### src/rtl/decode_pkg.sv
// -----------------------------------------------------------------------------
// decode_pkg
// Shared definitions for the decode pipeline stage:
//   - base widths of the decoded fields
//   - RV32I opcode and funct7 constants for the supported subset
//   - ALU operation codes
//   - control-word bit positions and a helper to build a control word
//   - dec_t, the packed record produced by the combinational decoder
// -----------------------------------------------------------------------------
package decode_pkg;

  localparam int INSTR_W = 32;
  localparam int WORD_W  = 32;
  localparam int REG_W   = 5;
  localparam int ALU_W   = 4;
  localparam int CTRL_W  = 5;

  localparam logic [6:0] OPC_R   = 7'b0110011;
  localparam logic [6:0] OPC_I   = 7'b0010011;
  localparam logic [6:0] OPC_L   = 7'b0000011;
  localparam logic [6:0] OPC_S   = 7'b0100011;
  localparam logic [6:0] OPC_LUI = 7'b0110111;

  localparam logic [6:0] F7_BASE = 7'b0000000;
  localparam logic [6:0] F7_ALT  = 7'b0100000;  // sub / sra / srai

  typedef enum logic [ALU_W-1:0] {
    ALU_AND = 4'b0000,
    ALU_OR  = 4'b0001,
    ALU_ADD = 4'b0010,
    ALU_SUB = 4'b0110,
    ALU_XOR = 4'b1000,
    ALU_SRA = 4'b1001,
    ALU_SLL = 4'b1010,
    ALU_SRL = 4'b1011
  } alu_op_e;

  localparam int CTRL_VALID    = 0;
  localparam int CTRL_REGWRITE = 1;
  localparam int CTRL_ALUSRC   = 2;
  localparam int CTRL_MEMRE    = 3;
  localparam int CTRL_MEMWR    = 4;

  typedef struct packed {
    logic [REG_W-1:0]  rd;
    logic [REG_W-1:0]  rs1;
    logic [REG_W-1:0]  rs2;
    logic [WORD_W-1:0] imm;
    alu_op_e           alu_op;
    logic [CTRL_W-1:0] ctrl;
    logic              illegal;
  } dec_t;

  // Every legal instruction carries the valid bit; the rest is per class.
  function automatic logic [CTRL_W-1:0] ctrl_word(input logic regwrite,
                                                  input logic alusrc,
                                                  input logic memre,
                                                  input logic memwr);
    logic [CTRL_W-1:0] w;
    w                = '0;
    w[CTRL_VALID]    = 1'b1;
    w[CTRL_REGWRITE] = regwrite;
    w[CTRL_ALUSRC]   = alusrc;
    w[CTRL_MEMRE]    = memre;
    w[CTRL_MEMWR]    = memwr;
    return w;
  endfunction

  // Decoded nop: what an unknown encoding (and reset) turns into.
  localparam dec_t DEC_NOP = '{rd: '0, rs1: '0, rs2: '0, imm: '0,
                               alu_op: ALU_ADD, ctrl: '0, illegal: 1'b0};

endpackage

### src/rtl/decode_comb.sv
// -----------------------------------------------------------------------------
// decode_comb
// Purely combinational RV32I-subset decoder (R, I, lw, sw, lui).
// Ports:
//   instr_i  in   INSTR_W  raw instruction
//   dec_o    out  dec_t    decoded indices, immediate, ALU op, control, illegal
// Fields an instruction does not use are 0; an unknown opcode/funct
// combination decodes to DEC_NOP with the illegal flag set.
// -----------------------------------------------------------------------------
module decode_comb
  import decode_pkg::*;
(
  input  logic [INSTR_W-1:0] instr_i,
  output dec_t               dec_o
);

  logic [6:0]        opcode;
  logic [2:0]        funct3;
  logic [6:0]        funct7;
  logic [REG_W-1:0]  rd_f;
  logic [REG_W-1:0]  rs1_f;
  logic [REG_W-1:0]  rs2_f;
  logic [WORD_W-1:0] imm_i;
  logic [WORD_W-1:0] imm_s;
  logic [WORD_W-1:0] imm_u;

  logic    legal;
  alu_op_e alu_sel;
  dec_t    fields;

  assign opcode = instr_i[6:0];
  assign rd_f   = instr_i[11:7];
  assign funct3 = instr_i[14:12];
  assign rs1_f  = instr_i[19:15];
  assign rs2_f  = instr_i[24:20];
  assign funct7 = instr_i[31:25];

  assign imm_i = {{20{instr_i[31]}}, instr_i[31:20]};
  assign imm_s = {{20{instr_i[31]}}, instr_i[31:25], instr_i[11:7]};
  assign imm_u = {instr_i[31:12], 12'b0};

  always_comb begin
    fields  = DEC_NOP;
    legal   = 1'b0;
    alu_sel = ALU_ADD;
    dec_o   = DEC_NOP;

    case (opcode)
      OPC_R: begin
        legal = 1'b1;
        case ({funct7, funct3})
          {F7_BASE, 3'b000}: alu_sel = ALU_ADD;
          {F7_ALT,  3'b000}: alu_sel = ALU_SUB;
          {F7_BASE, 3'b111}: alu_sel = ALU_AND;
          {F7_BASE, 3'b110}: alu_sel = ALU_OR;
          {F7_BASE, 3'b100}: alu_sel = ALU_XOR;
          {F7_BASE, 3'b001}: alu_sel = ALU_SLL;
          {F7_BASE, 3'b101}: alu_sel = ALU_SRL;
          {F7_ALT,  3'b101}: alu_sel = ALU_SRA;
          default:           legal   = 1'b0;
        endcase
        fields.rd   = rd_f;
        fields.rs1  = rs1_f;
        fields.rs2  = rs2_f;
        fields.ctrl = ctrl_word(1'b1, 1'b0, 1'b0, 1'b0);
      end

      OPC_I: begin
        legal = 1'b1;
        case (funct3)
          3'b000: alu_sel = ALU_ADD;
          3'b111: alu_sel = ALU_AND;
          3'b110: alu_sel = ALU_OR;
          3'b100: alu_sel = ALU_XOR;
          3'b001: begin
            alu_sel = ALU_SLL;
            legal   = (funct7 == F7_BASE);
          end
          3'b101: begin
            if (funct7 == F7_BASE)     alu_sel = ALU_SRL;
            else if (funct7 == F7_ALT) alu_sel = ALU_SRA;
            else                       legal   = 1'b0;
          end
          default: legal = 1'b0;
        endcase
        // Shifts keep the full instr[31:20] field as their immediate.
        fields.rd   = rd_f;
        fields.rs1  = rs1_f;
        fields.imm  = imm_i;
        fields.ctrl = ctrl_word(1'b1, 1'b1, 1'b0, 1'b0);
      end

      OPC_L: begin
        legal       = (funct3 == 3'b010);
        fields.rd   = rd_f;
        fields.rs1  = rs1_f;
        fields.imm  = imm_i;
        fields.ctrl = ctrl_word(1'b1, 1'b1, 1'b1, 1'b0);
      end

      OPC_S: begin
        legal       = (funct3 == 3'b010);
        fields.rs1  = rs1_f;
        fields.rs2  = rs2_f;
        fields.imm  = imm_s;
        fields.ctrl = ctrl_word(1'b0, 1'b1, 1'b0, 1'b1);
      end

      OPC_LUI: begin
        legal       = 1'b1;
        fields.rd   = rd_f;
        fields.imm  = imm_u;
        fields.ctrl = ctrl_word(1'b1, 1'b1, 1'b0, 1'b0);
      end

      default: legal = 1'b0;
    endcase

    fields.alu_op = alu_sel;

    if (legal) dec_o = fields;
    else       dec_o.illegal = 1'b1;
  end

endmodule

### src/rtl/decode_pipe_stage.sv
// -----------------------------------------------------------------------------
// decode_pipe_stage
// Registered decode stage between fetch and execute. Decodes one instruction
// per cycle into an ID/EX output register and inserts a single bubble on a
// load-use hazard against the instruction it currently holds.
//
// Ports:
//   clk_i, rst_ni          clock, asynchronous active-low reset
//   flush_i                drop the held and the incoming instruction
//   in_valid_i/in_ready_o  fetch-side handshake, instr_i / pc_i payload
//   out_valid_o/out_ready_i execute-side handshake
//   pc_o, rd_o, rs1_o, rs2_o, imm_o, alu_op_o, control_o  registered fields
//   illegal_o              sticky illegal-instruction flag
//
// Build option: define ILLEGAL_TRAP_EN to make an accepted illegal
// instruction set illegal_o and stall the input until flush_i. Without it,
// illegal instructions pass through as nops and illegal_o is tied 0.
// -----------------------------------------------------------------------------
module decode_pipe_stage
  import decode_pkg::*;
#(
  parameter int INSTR_SIZE     = 32,
  parameter int WORD_SIZE      = 32,
  parameter int NUM_A_REGS     = 32,
  parameter int ALU_OP_SIZE    = 4,
  parameter int CONTR_SIG_SIZE = 5,
  localparam int IDX_W         = $clog2(NUM_A_REGS)
) (
  input  logic                      clk_i,
  input  logic                      rst_ni,
  input  logic                      flush_i,
  input  logic                      in_valid_i,
  output logic                      in_ready_o,
  input  logic [INSTR_SIZE-1:0]     instr_i,
  input  logic [WORD_SIZE-1:0]      pc_i,
  output logic                      out_valid_o,
  input  logic                      out_ready_i,
  output logic [WORD_SIZE-1:0]      pc_o,
  output logic [IDX_W-1:0]          rd_o,
  output logic [IDX_W-1:0]          rs1_o,
  output logic [IDX_W-1:0]          rs2_o,
  output logic [WORD_SIZE-1:0]      imm_o,
  output logic [ALU_OP_SIZE-1:0]    alu_op_o,
  output logic [CONTR_SIG_SIZE-1:0] control_o,
  output logic                      illegal_o
);

  // Handshake: a beat moves on a side only in a cycle where both valid and
  // ready are high at the rising edge. A producer holds valid and payload
  // stable until accepted; ready may depend combinationally on valid and on
  // the incoming instruction (hazard check), never the other way round.

  dec_t dec;

  decode_comb u_decode_comb (
    .instr_i (instr_i),
    .dec_o   (dec)
  );

  logic                      out_valid_q, out_valid_d;
  logic [WORD_SIZE-1:0]      pc_q,        pc_d;
  logic [IDX_W-1:0]          rd_q,        rd_d;
  logic [IDX_W-1:0]          rs1_q,       rs1_d;
  logic [IDX_W-1:0]          rs2_q,       rs2_d;
  logic [WORD_SIZE-1:0]      imm_q,       imm_d;
  logic [ALU_OP_SIZE-1:0]    alu_op_q,    alu_op_d;
  logic [CONTR_SIG_SIZE-1:0] ctrl_q,      ctrl_d;

  logic halt;
  logic stall;
  logic in_ready;
  logic accept;
  logic consume;

  // Unused source registers decode to 0 and rd_q must be non-zero, so an
  // index that the incoming instruction does not read can never match.
  assign stall = out_valid_q & ctrl_q[CTRL_MEMRE] & (rd_q != '0) & in_valid_i &
                 ((dec.rs1 == rd_q) | (dec.rs2 == rd_q));

  assign in_ready = (~out_valid_q | out_ready_i) & ~stall & ~flush_i & ~halt;
  assign accept   = in_valid_i & in_ready;
  assign consume  = out_valid_q & out_ready_i;

  // While stalled, consuming the load empties the register (the bubble);
  // the dependent instruction is accepted the following cycle.
  always_comb begin
    out_valid_d = out_valid_q;
    pc_d        = pc_q;
    rd_d        = rd_q;
    rs1_d       = rs1_q;
    rs2_d       = rs2_q;
    imm_d       = imm_q;
    alu_op_d    = alu_op_q;
    ctrl_d      = ctrl_q;

    if (flush_i) begin
      out_valid_d = 1'b0;
    end else if (accept) begin
      out_valid_d = 1'b1;
      pc_d        = pc_i;
      rd_d        = dec.rd;
      rs1_d       = dec.rs1;
      rs2_d       = dec.rs2;
      imm_d       = dec.imm;
      alu_op_d    = dec.alu_op;
      ctrl_d      = dec.ctrl;
    end else if (consume) begin
      out_valid_d = 1'b0;
    end
  end

  always_ff @(posedge clk_i or negedge rst_ni) begin
    if (!rst_ni) begin
      out_valid_q <= 1'b0;
      pc_q        <= '0;
      rd_q        <= '0;
      rs1_q       <= '0;
      rs2_q       <= '0;
      imm_q       <= '0;
      alu_op_q    <= ALU_ADD;
      ctrl_q      <= '0;
    end else begin
      out_valid_q <= out_valid_d;
      pc_q        <= pc_d;
      rd_q        <= rd_d;
      rs1_q       <= rs1_d;
      rs2_q       <= rs2_d;
      imm_q       <= imm_d;
      alu_op_q    <= alu_op_d;
      ctrl_q      <= ctrl_d;
    end
  end

`ifdef ILLEGAL_TRAP_EN
  // Sticky trap: set by accepting an illegal encoding, cleared only by flush.
  logic halt_q, halt_d;

  always_comb begin
    halt_d = halt_q;
    if (flush_i)                    halt_d = 1'b0;
    else if (accept && dec.illegal) halt_d = 1'b1;
  end

  always_ff @(posedge clk_i or negedge rst_ni) begin
    if (!rst_ni) halt_q <= 1'b0;
    else         halt_q <= halt_d;
  end

  assign halt = halt_q;
`else
  logic unused_illegal;
  assign unused_illegal = dec.illegal;
  assign halt           = 1'b0;
`endif

  assign in_ready_o  = in_ready;
  assign out_valid_o = out_valid_q;
  assign pc_o        = pc_q;
  assign rd_o        = rd_q;
  assign rs1_o       = rs1_q;
  assign rs2_o       = rs2_q;
  assign imm_o       = imm_q;
  assign alu_op_o    = alu_op_q;
  assign control_o   = ctrl_q;
  assign illegal_o   = halt;

endmodule
### config.mk
export PLATFORM = sky130hd
export DESIGN_NAME = decode_pipe_stage
export DESIGN_NICKNAME = d
export VERILOG_FILES = /design/src/rtl/decode_pkg.sv /design/src/rtl/decode_comb.sv /design/src/rtl/decode_pipe_stage.sv
export SDC_FILE = /design/constraint.sdc
export NUM_CORES = 1
export LEC_CHECK = 0
export CORE_MARGIN = 2
export CORE_UTILIZATION = 30
export DETAILED_ROUTE_END_ITERATION = 10
export GPL_TIMING_DRIVEN = 1
export PLACE_DENSITY = 0.62
export SYNTH_ARGS = -nofsm -noshare
export SYNTH_HDL_FRONTEND = slang
export SYNTH_HIERARCHICAL = 1
export SYNTH_SLANG_ARGS = --single-unit
### constraint.sdc
create_clock -name clk_i -period 4.1 [get_ports clk_i]
set_clock_uncertainty 0.1 [all_clocks]
set_input_delay 0.615 -clock clk_i [delete_from_list [all_inputs] [get_ports clk_i]]
set_output_delay 0.615 -clock clk_i [all_outputs]
set_load 0.01 [all_outputs]
# == Word level (Yosys, flattened, before mapping) ==
# Index checks and enable logic that the tools add are counted.
# totals
ff_bits,89
in_bits,69
output_inout_bits,91
# op_classes
n_eq_ne,21
mux,19
bitwise,13
n_reduce_logical,14
# ops
cell,count
case mux 32 bit (3 select lines),1
2-to-1 mux 56 bit,1
equality test 10 x 3 -> 1 bit (second input constant),4
equality test 7 x 6 -> 1 bit (second input constant),4
case mux 4 bit (7 select lines),1
equality test 10 x 9 -> 1 bit (second input constant),2
case mux 4 bit (5 select lines),1
case mux 5 bit (4 select lines),1
2-to-1 mux 5 bit,3
equality test 3 bit (second input constant),4
OR reduction 4 bit,3
equality test 10 x 1 -> 1 bit (second input constant),1
equality test 5 bit,2
logical NOT 10 bit,1
AND 1 bit,8
2-to-1 mux 4 bit,2
case mux 4 bit (2 select lines),1
OR reduction 2 bit,4
OR reduction 8 bit,1
equality test 7 x 2 -> 1 bit (second input constant),1
equality test 7 x 5 -> 1 bit (second input constant),1
logical NOT 7 bit,1
2-to-1 mux 1 bit,6
nonzero test 5 bit,1
other kinds (9),12

# == Logic depth before layout (Yosys ltp) ==
# depth
depth_word,15
ltp_mapped,14
mapped_depth_nobuf,10

# == Modules after synthesis ==
# Netlist, hierarchy kept.
# by_module_without_submodules
module,instances,cells_per_inst,area_per_inst_um2,seq_area_each_um2
decode_pipe_stage,1,212,3594.7,2228.4
decode_comb,1,125,809.5,0.0

# == Worst setup path after synthesis ==
# No wires, ideal clock.
# synth_timing
path_type,input port to flip-flop
start,input instr_i[25]
end,"register pc_q[0], in the netlist pc_o[0]"
setup_time_ns,0.125
arrival_ns,3.283
required_ns,3.875
slack_ns,0.592
stages,13
n_path_buf,3
cell_sequence,or3_4 -> o41ai_4 -> a32oi_2 -> a21oi_1 -> and2_1 -> xor2_1 -> nor2_1 -> a22oi_1 -> o2111a_1 -> buf_4 -> buf_12 -> buf_12 -> mux2_4
# synth_rtl
element,line,rtl
start: declaration,decode_pipe_stage.sv:34,"input logic [INSTR_SIZE-1:0] instr_i,"
end signal: assignment,decode_pipe_stage.sv:124,pc_q <= pc_d;
end: declaration,decode_pipe_stage.sv:61,"logic [WORD_SIZE-1:0] pc_q, pc_d;"

==> metrics <==
run status completed; Synth Register Bits 89; Final ANT Viol Nets 0; Cells after Synth 337; post-layout net count 614; worst-margin pin slew approximately 750 ps; clock buffer depth 2; CTS Buf Count 9; Req. time, crit path 4220 ps; Post-synth top flop dfrtp_1; critical path cell sequence dlygate4sd2_1, or3_4, buf_4, nor4_4, o2111ai_2, o311a_4, nor2b_2, xor2_1, nor3_2, a22oi_2, buf_4, buf_4, buf_4, buf_4, o2111a_2, buf_4, clkbuf_16, mux2_4; most common cell after layout, fill and taps aside clkdlybuf4s50_1; Hold Worst Slack 238 ps; # diodes 0; Mapped Avg Cell Area 13.1 sq um; net count after synthesis 406; P per Cell Area 316 nW/um^2; top-area cell type share of the netlist area between 50% and 60%; Clock Pin Slew Worst Setup and Hold Paths 60 ps; die area about 16000 sq um; Pins Over Slew Limit 0; Ys Warns 6; Tcrit/Tclk final 98.2%; Routed WL between 10 and 15 mm; power after layout approximately 0.0023 W; Slew headroom about half; pin count of the biggest net entering global routing 60; Synth area leader dfrtp_1; vias 3481; detailed-route vias per instance 4.74; Slowest-stage cell, CP or3_4; TritonCTS clock tree yes; pre-CTS WS -345 ps; Die Height 125 um; Startpoint Class input pin; area growth from synthesis to layout 61.8%; synthesized cell area 4400 sq um; WL per Instance 17.5 um; total core area 14400 sq um; grt total ovfl 0; overall routing resource usage 15.8%; vias in the first global route 3725; post-route setup slack between 70 and 80 ps; First DRT Iteration DRCs 132; CP Capture Type register; Worst EP arrival 4150 ps; RePlAce Congestion 0.784; Area contributors post-synth dfrtp_1 (50%), mux2_2 (17%), mux2_4 (6.8%); number of buffers added on ports ~160; Pleak between 3 and 4 nW; initial antenna violation count 0; Initial Util 30.5%; Hold Path Class in -> async; GRT met1 Usage 20.5%; Worst Path Max Fanout 5; clk sinks 89; Hold Fails Final Rpt 0; # IOs 160; GRT Max-Usage Layer met2; # hold bufs at CTS 0; Remaining DRCs 0; DR pass1 iterations 4; Final Critical Period 4030 ps; first-pass GRT wire length 19.7 mm; most frequent cells in the layout clkdlybuf4s50_1 (153), dfrtp_1 (88), mux2_2 (68), buf_4 (46), mux2_4 (20); post-synthesis cell type count 48; Max stage delay on crit path 420 ps; clock latency on the worst-skew pair 340 ps; Synth async-reset ratio 100%; fin util 49.4%; CTS root buf clkbuf_16; Std-Cell Rows 44; maximum clock frequency 0.248 GHz; Die Wd 125 um; met2 usage about 25%; DP HPWL 9.04 mm; met3 Usage GRT 5.31%; setup_tns 0 ps; Max-Cap Viols 0; most used cell, CP buf_4; share of layout cells above drive strength 1 36.2%; reg2reg path depth 11; CTS HTree Levels 3; Post-synth EDFFs 0; Setup Crit Path Kind in -> reg; peak supply drop 0.188 mV; sequential area share after synthesis 50.6%; final setup vio count 0
-- layout make-up --
type                    instances  area, sq um
inverters                       6         22.5
well taps                     184          230
flip-flops and latches         89         2230
multi-input cells             223         2170
fillers                      1307         7300
repair buffers                216         2170
clock inverters                 4         51.3
clock buffers                  12          256
-- final timing paths --
check,from,to,slack [ps]
min,rst_ni,imm_o[6],240
max reg2reg,rd_o[0],pc_o[2],1460
min reg2reg,imm_o[7],imm_o[7],400
max in group asynchronous,rst_ni,pc_o[0],2750
max,instr_i[26],pc_o[2],70
min in group clk_i,imm_o[7],imm_o[7],400
-- metrics by stage --
stage / cells / instance area (sq um)
2_1_floorplan: 337 / 4400
3_3_place_gp: 703 / 6460
3_5_place_dp: 703 / 6460
4_1_cts: 724 / 6870
5_1_grt: 734 / 7130
6_report: 734 / 7130
-- cell usage after synthesis (5+ instances only) --
master   count
mux2_4      20
nor3_1       8
nor2_1      13
nor2b_1     19
dfrtp_1     88
and2_1      11
a21o_1      19
nand2_1      5
inv_1        5
buf_2        5
a21oi_1     12
xor2_1      10
buf_4        8
mux2_2      68
-- routing by layer --
metal,routed length (um),share of wire (%)
met1,5690,44
met3,952,7.4
met2,6030,47
met5,0,0
met4,197,1.5
-- worst max-delay path: cells and delay by family --
kind,cells,cell delay [ps]
AOI/OAI and AO/OA,4,880
xor gates and xnor gates,1,90
buffers and inverters,8,1260
muxes,1,290
and+or+nand+nor,4,990
-- registers in the layout (all words and copies together), names as in the netlist --
name,flops
imm_o,32
rd_o,5
pc_o,32
rs2_o,5
control_o,5
rs1_o,5
out_valid_o,1
alu_op_o,4
-- report_power, final --
group / switching, W / internal [W]
clock network: 0.000342 / 0.000506
logic: 0.000165 / 0.000274
registers: 0.0000311 / 0.000936
total: 0.000538 / 0.00172
-- timing repair --
action | in CTS | in global routing
cloned | 0 | 5
gates resized for setup | 20 | 19
setup buffers | 5 | 7
hold endpoints to repair | 0 | 0
pin swaps | 6 | 8
setup endpoints to repair | 1 | 89
-- kinds of logic after synthesis --
kind of cell	synth area share [%]
DFF	50.6
muxes	24.2
and+or+nand+nor	9.74
AOI/OAI and AO/OA	8.81
buffers and inverters	4.15
xor gates and xnor gates	2.19
adders and majority gates	0.227
other	0.0851
No activity file was read; power rests on OpenSTA's default activity.
==> patch 1, RTL diff (config.mk and constraints unchanged) <==
Take the reset off `pc_q`, `rd_q`, `rs1_q`, `rs2_q` and `imm_q` and load them in a clocked block of their own.
--- a/src/rtl/decode_pipe_stage.sv
+++ b/src/rtl/decode_pipe_stage.sv
@@ -112,23 +112,21 @@
   always_ff @(posedge clk_i or negedge rst_ni) begin
     if (!rst_ni) begin
       out_valid_q <= 1'b0;
-      pc_q        <= '0;
-      rd_q        <= '0;
-      rs1_q       <= '0;
-      rs2_q       <= '0;
-      imm_q       <= '0;
       alu_op_q    <= ALU_ADD;
       ctrl_q      <= '0;
     end else begin
       out_valid_q <= out_valid_d;
-      pc_q        <= pc_d;
-      rd_q        <= rd_d;
-      rs1_q       <= rs1_d;
-      rs2_q       <= rs2_d;
-      imm_q       <= imm_d;
       alu_op_q    <= alu_op_d;
       ctrl_q      <= ctrl_d;
     end
+  end
+
+  always_ff @(posedge clk_i) begin
+    pc_q  <= pc_d;
+    rd_q  <= rd_d;
+    rs1_q <= rs1_d;
+    rs2_q <= rs2_d;
+    imm_q <= imm_d;
   end
 
 `ifdef ILLEGAL_TRAP_EN
Check against the original RTL: not equivalent (a bounded check fails within 4 cycles, from zero or initial values and one cycle with rst_ni low).
==> patch 1 against the unedited design <==
  * Sequential cell count is the same
  * Wire length shrank 21%
  * Worst setup slack gained 46 ps
  * Power shrank 7.4%
  * Sequential power grew 8%
  * Critical path depth shrank 7
  * Non-clock buffer count shrank 20
  * Fmax grew 1.2%
  * Final area shrank 13%
  * Worst hold slack gained 180 ps
  * Die area shrank 14%
  * Synthesized area shrank 14%
  * Register-to-register slack gained 290 ps
==> patch 1: results <==
place:
  gp_congestion: 0.842
  hpwl_um: 7790
  dp_cells: 597
  place_ws_ps: -468
worst_setup_path:
  cpPeakStageDelay_ps: 530
  reg2reg_to: "control_o[2]"
  r2r_start: "rd_o[2]"
  rr_worst_depth: 5
  rrSetupSlack_ps: 1750
  cp_top_family: "buffers and inverters"
  slowest_stage: "clkdlybuf4s50_1"
run_status:
  outcome: "completed"
yosys:
  ys_types: 49
  async_flop_share_pct: 11.2
  synth-main-ff-cell: "edfxtp_1"
  synthTopCellsByArea: "edfxtp_1 (63%), dfrtp_1 (6.0%), a21o_1 (3.8%)"
  synthTopCellsByCount: "edfxtp_1 (79), a21o_1 (19), nor2b_1 (19)"
  yosysSeqAreaShare_pct: 69.6
  syn_avg_cell_area_um2: 15.1
  synth_edf_count: 79
detailed_routing:
  vias: 2813
  drtIter0Drc: 163
  routed_via_density: 4.56
  drtPass1Iterations: 6
global_routing:
  grt_pass1_wl_um: 15400
  track_usage_pct: 15.5
  grt_max_degree: 39
final_layout:
  nets: 514
  drive_gt1_share_pct: 19.4
sta:
  slew_headroom_pct: 48.2
  hold_slack_ps: 414
power:
  ir_drop_uv: 134
  leakage_nw: 2.40
min_path:
  hold_path.class: "flip-flop to flip-flop"
-- patch 1: changes by cell type after synthesis --
| cell | change |
|---|---|
| dfrtp_1 | -79 |
| edfxtp_1 | +79 |
| mux2_2 | -68 |
| mux2_4 | -11 |
| buf_4 | -7 |
| buf_12 | -3 |
| buf_6 | +1 |
| or4_1 | -1 |
| or4_4 | +1 |
-- patch 1: metal layers --
layer	routed length (um)	GRT usage [%]
met1	4250	18.4
met2	4890	26.1
met3	837	4.36
met4	244	7.06
met5	0	0
-- patch 1: how the worst max path moves through the flow --
stage	start	to	slack, ps	depth (start not counted)
after floorplan	instr_i[25]	alu_op_o[0]	410	11
after global placement	instr_i[6]	in_ready_o	-420	13
after detailed placement	instr_i[26]	in_ready_o	-470	13
after CTS	instr_i[25]	in_ready_o	20	13
after global routing	instr_i[6]	in_ready_o	3	14
final	instr_i[13]	in_ready_o	120	11
-- patch 1: logic make-up (layout without fill, tap and decap cells) --
family	after synthesis	after routing	share of synthesized area [%]
buf+inv	17	217	2.16
other cells	1	1	0.0994
xor+xnor	11	11	2.55
mux	9	9	3.58
flops	89	89	69.6
compound gates	48	48	10.3
simple gates	73	73	11.5
fa+ha+maj	1	1	0.265
-- patch 1: power breakdown --
| group | switching [mW] | total, mW | internal [mW] |
|---|---|---|---|
| clock network | 0.319 | 0.787 | 0.468 |
| registers | 0.0137 | 1.04 | 1.03 |
| logic | 0.104 | 0.259 | 0.155 |
-- patch 1: layout make-up --
class	count	area [um^2]	share of cell area, %
Sequential cell	89	2620	42.1
Timing Repair Buffer	196	1920	30.8
Multi-Input combinational cell	143	1180	18.9
Clock buffer	12	236	3.80
Tap cell	168	210	3.37
Clock inverter	3	42.5	0.683
Inverter	6	22.5	0.362
-- patch 1: repair_timing --
item / in CTS / in global routing
buffers inserted: 3 / 2
resized for setup: 20 / 6
endpoints found under the setup margin: 1 / 1
pin swaps: 7 / 5
==> patch 2, RTL diff (same flow settings) <==
Made on the original files. The option `ILLEGAL_TRAP_EN` is turned on by a define.
--- a/src/rtl/decode_pipe_stage.sv
+++ b/src/rtl/decode_pipe_stage.sv
@@ -16,6 +16,8 @@
 // instruction set illegal_o and stall the input until flush_i. Without it,
 // illegal instructions pass through as nops and illegal_o is tied 0.
 // -----------------------------------------------------------------------------
+`define ILLEGAL_TRAP_EN
+
 module decode_pipe_stage
   import decode_pkg::*;
 #(
Function: changed (Yosys sat finds a counterexample within 4 cycles, from zero or initial values and one cycle with rst_ni low).
==> patch 2 against the unedited design <==
  * Non-clock buffer count fell by 16
  * Wire length fell by 2.8%
  * Sequential cell count grew 1
  * Synthesized area shrank 0.65%
  * Final area is 4.0% lower
  * Worst setup slack gained 63 ps
  * Highest routed layer unchanged
  * Largest power group unchanged
  * Synthesized cell count grew 0.89%
  * Power grew 12%
==> patch 2: results <==
place:
  port_buffers: 159
  gp_congestion: 0.889
yosys:
  async_flop_share_pct: 100
  synthTopCellsByCount: "dfrtp_1 (89), mux2_2 (79), a21o_1 (20), nor2b_1 (20), nor2_1 (14)"
  syn-num-nets: 409
  ys_types: 52
  synthTopCellsByArea: "dfrtp_1 (51%), mux2_2 (20%), a21o_1 (3.4%)"
  yosysSeqAreaShare_pct: 51.5
sta:
  hold_slack_ps: 393
  slew_headroom_pct: 21.3
detailed_routing:
  drtIter0Drc: 86
  vias: 3351
  wl_um: 12500
worst_setup_path:
  rrSetupSlack_ps: 1660
  cp.arrival_ps: 3250
  cpPeakStageDelay_ps: 600
  cp-endpoint: "in_ready_o"
  rr_worst_depth: 9
  reg2reg_to: "pc_o[7]"
  critPathLaunch: "instr_i[4]"
  cp_top_family: "simple AND/OR/NAND/NOR gates"
power:
  ir_drop_uv: 186
  leakage_nw: 3.21
global_routing:
  first_global_vias: 3594
  track_usage_pct: 16.2
  grt_antenna_before_repair: 1
  grt_max_degree: 91
run_status:
  outcome: "completed"
final_layout:
  drive_gt1_share_pct: 31.3
-- patch 2: what timing repair did --
item,in CTS,in global routing
endpoints found under the setup margin,1,72
pin swaps,4,9
gates resized for setup,8,16
buffers inserted,1,2
-- patch 2: power breakdown --
| group | internal (mW) | total, mW | switching [mW] |
|---|---|---|---|
| Sequential | 0.974 | 1.02 | 0.0452 |
| Clock | 0.617 | 0.978 | 0.360 |
| Combinational | 0.331 | 0.529 | 0.197 |
-- patch 2: per-layer routing --
layer / wire [um] / track usage, % / vias up
met5: 0 / 0 / -
met4: 177 / 6.01 / 0
met3: 597 / 3.31 / 11
met2: 6110 / 26.3 / 93
met1: 5630 / 21.5 / 1653
li1: - / - / 1594
-- patch 2: per-stage QoR --
| stage | cells | setup slack, ps |
|---|---|---|
| floorplan | 340 | 635 |
| global placement | 702 | -403 |
| detailed placement | 702 | -520 |
| CTS | 719 | 30.8 |
| global route | 722 | -24.0 |
| finish | 722 | 136 |
-- patch 2: kinds of logic (layout without fill, tap and decap cells) --
| logic type | count (synthesis) | in the layout | share of synthesized area (%) |
|---|---|---|---|
| AOI/OAI and AO/OA | 49 | 49 | 8.98 |
| xor gates and xnor gates | 11 | 11 | 2.20 |
| adders and majority gates | 1 | 1 | 0.229 |
| buffers and inverters | 25 | 222 | 3.69 |
| DFF | 90 | 90 | 51.5 |
| muxes | 88 | 88 | 23.3 |
| other | 0 | 1 | 0 |
| and+or+nand+nor | 76 | 76 | 10.1 |
-- patch 2: area by class of cell --
class	count	area, um^2
Sequential cell	90	2250
Clock inverter	5	108
Timing Repair Buffer	200	1950
Fill cell	1326	7530
Clock buffer	11	243
Multi-Input combinational cell	225	2030
Antenna cell	1	2.50
Inverter	6	22.5
Tap cell	184	230
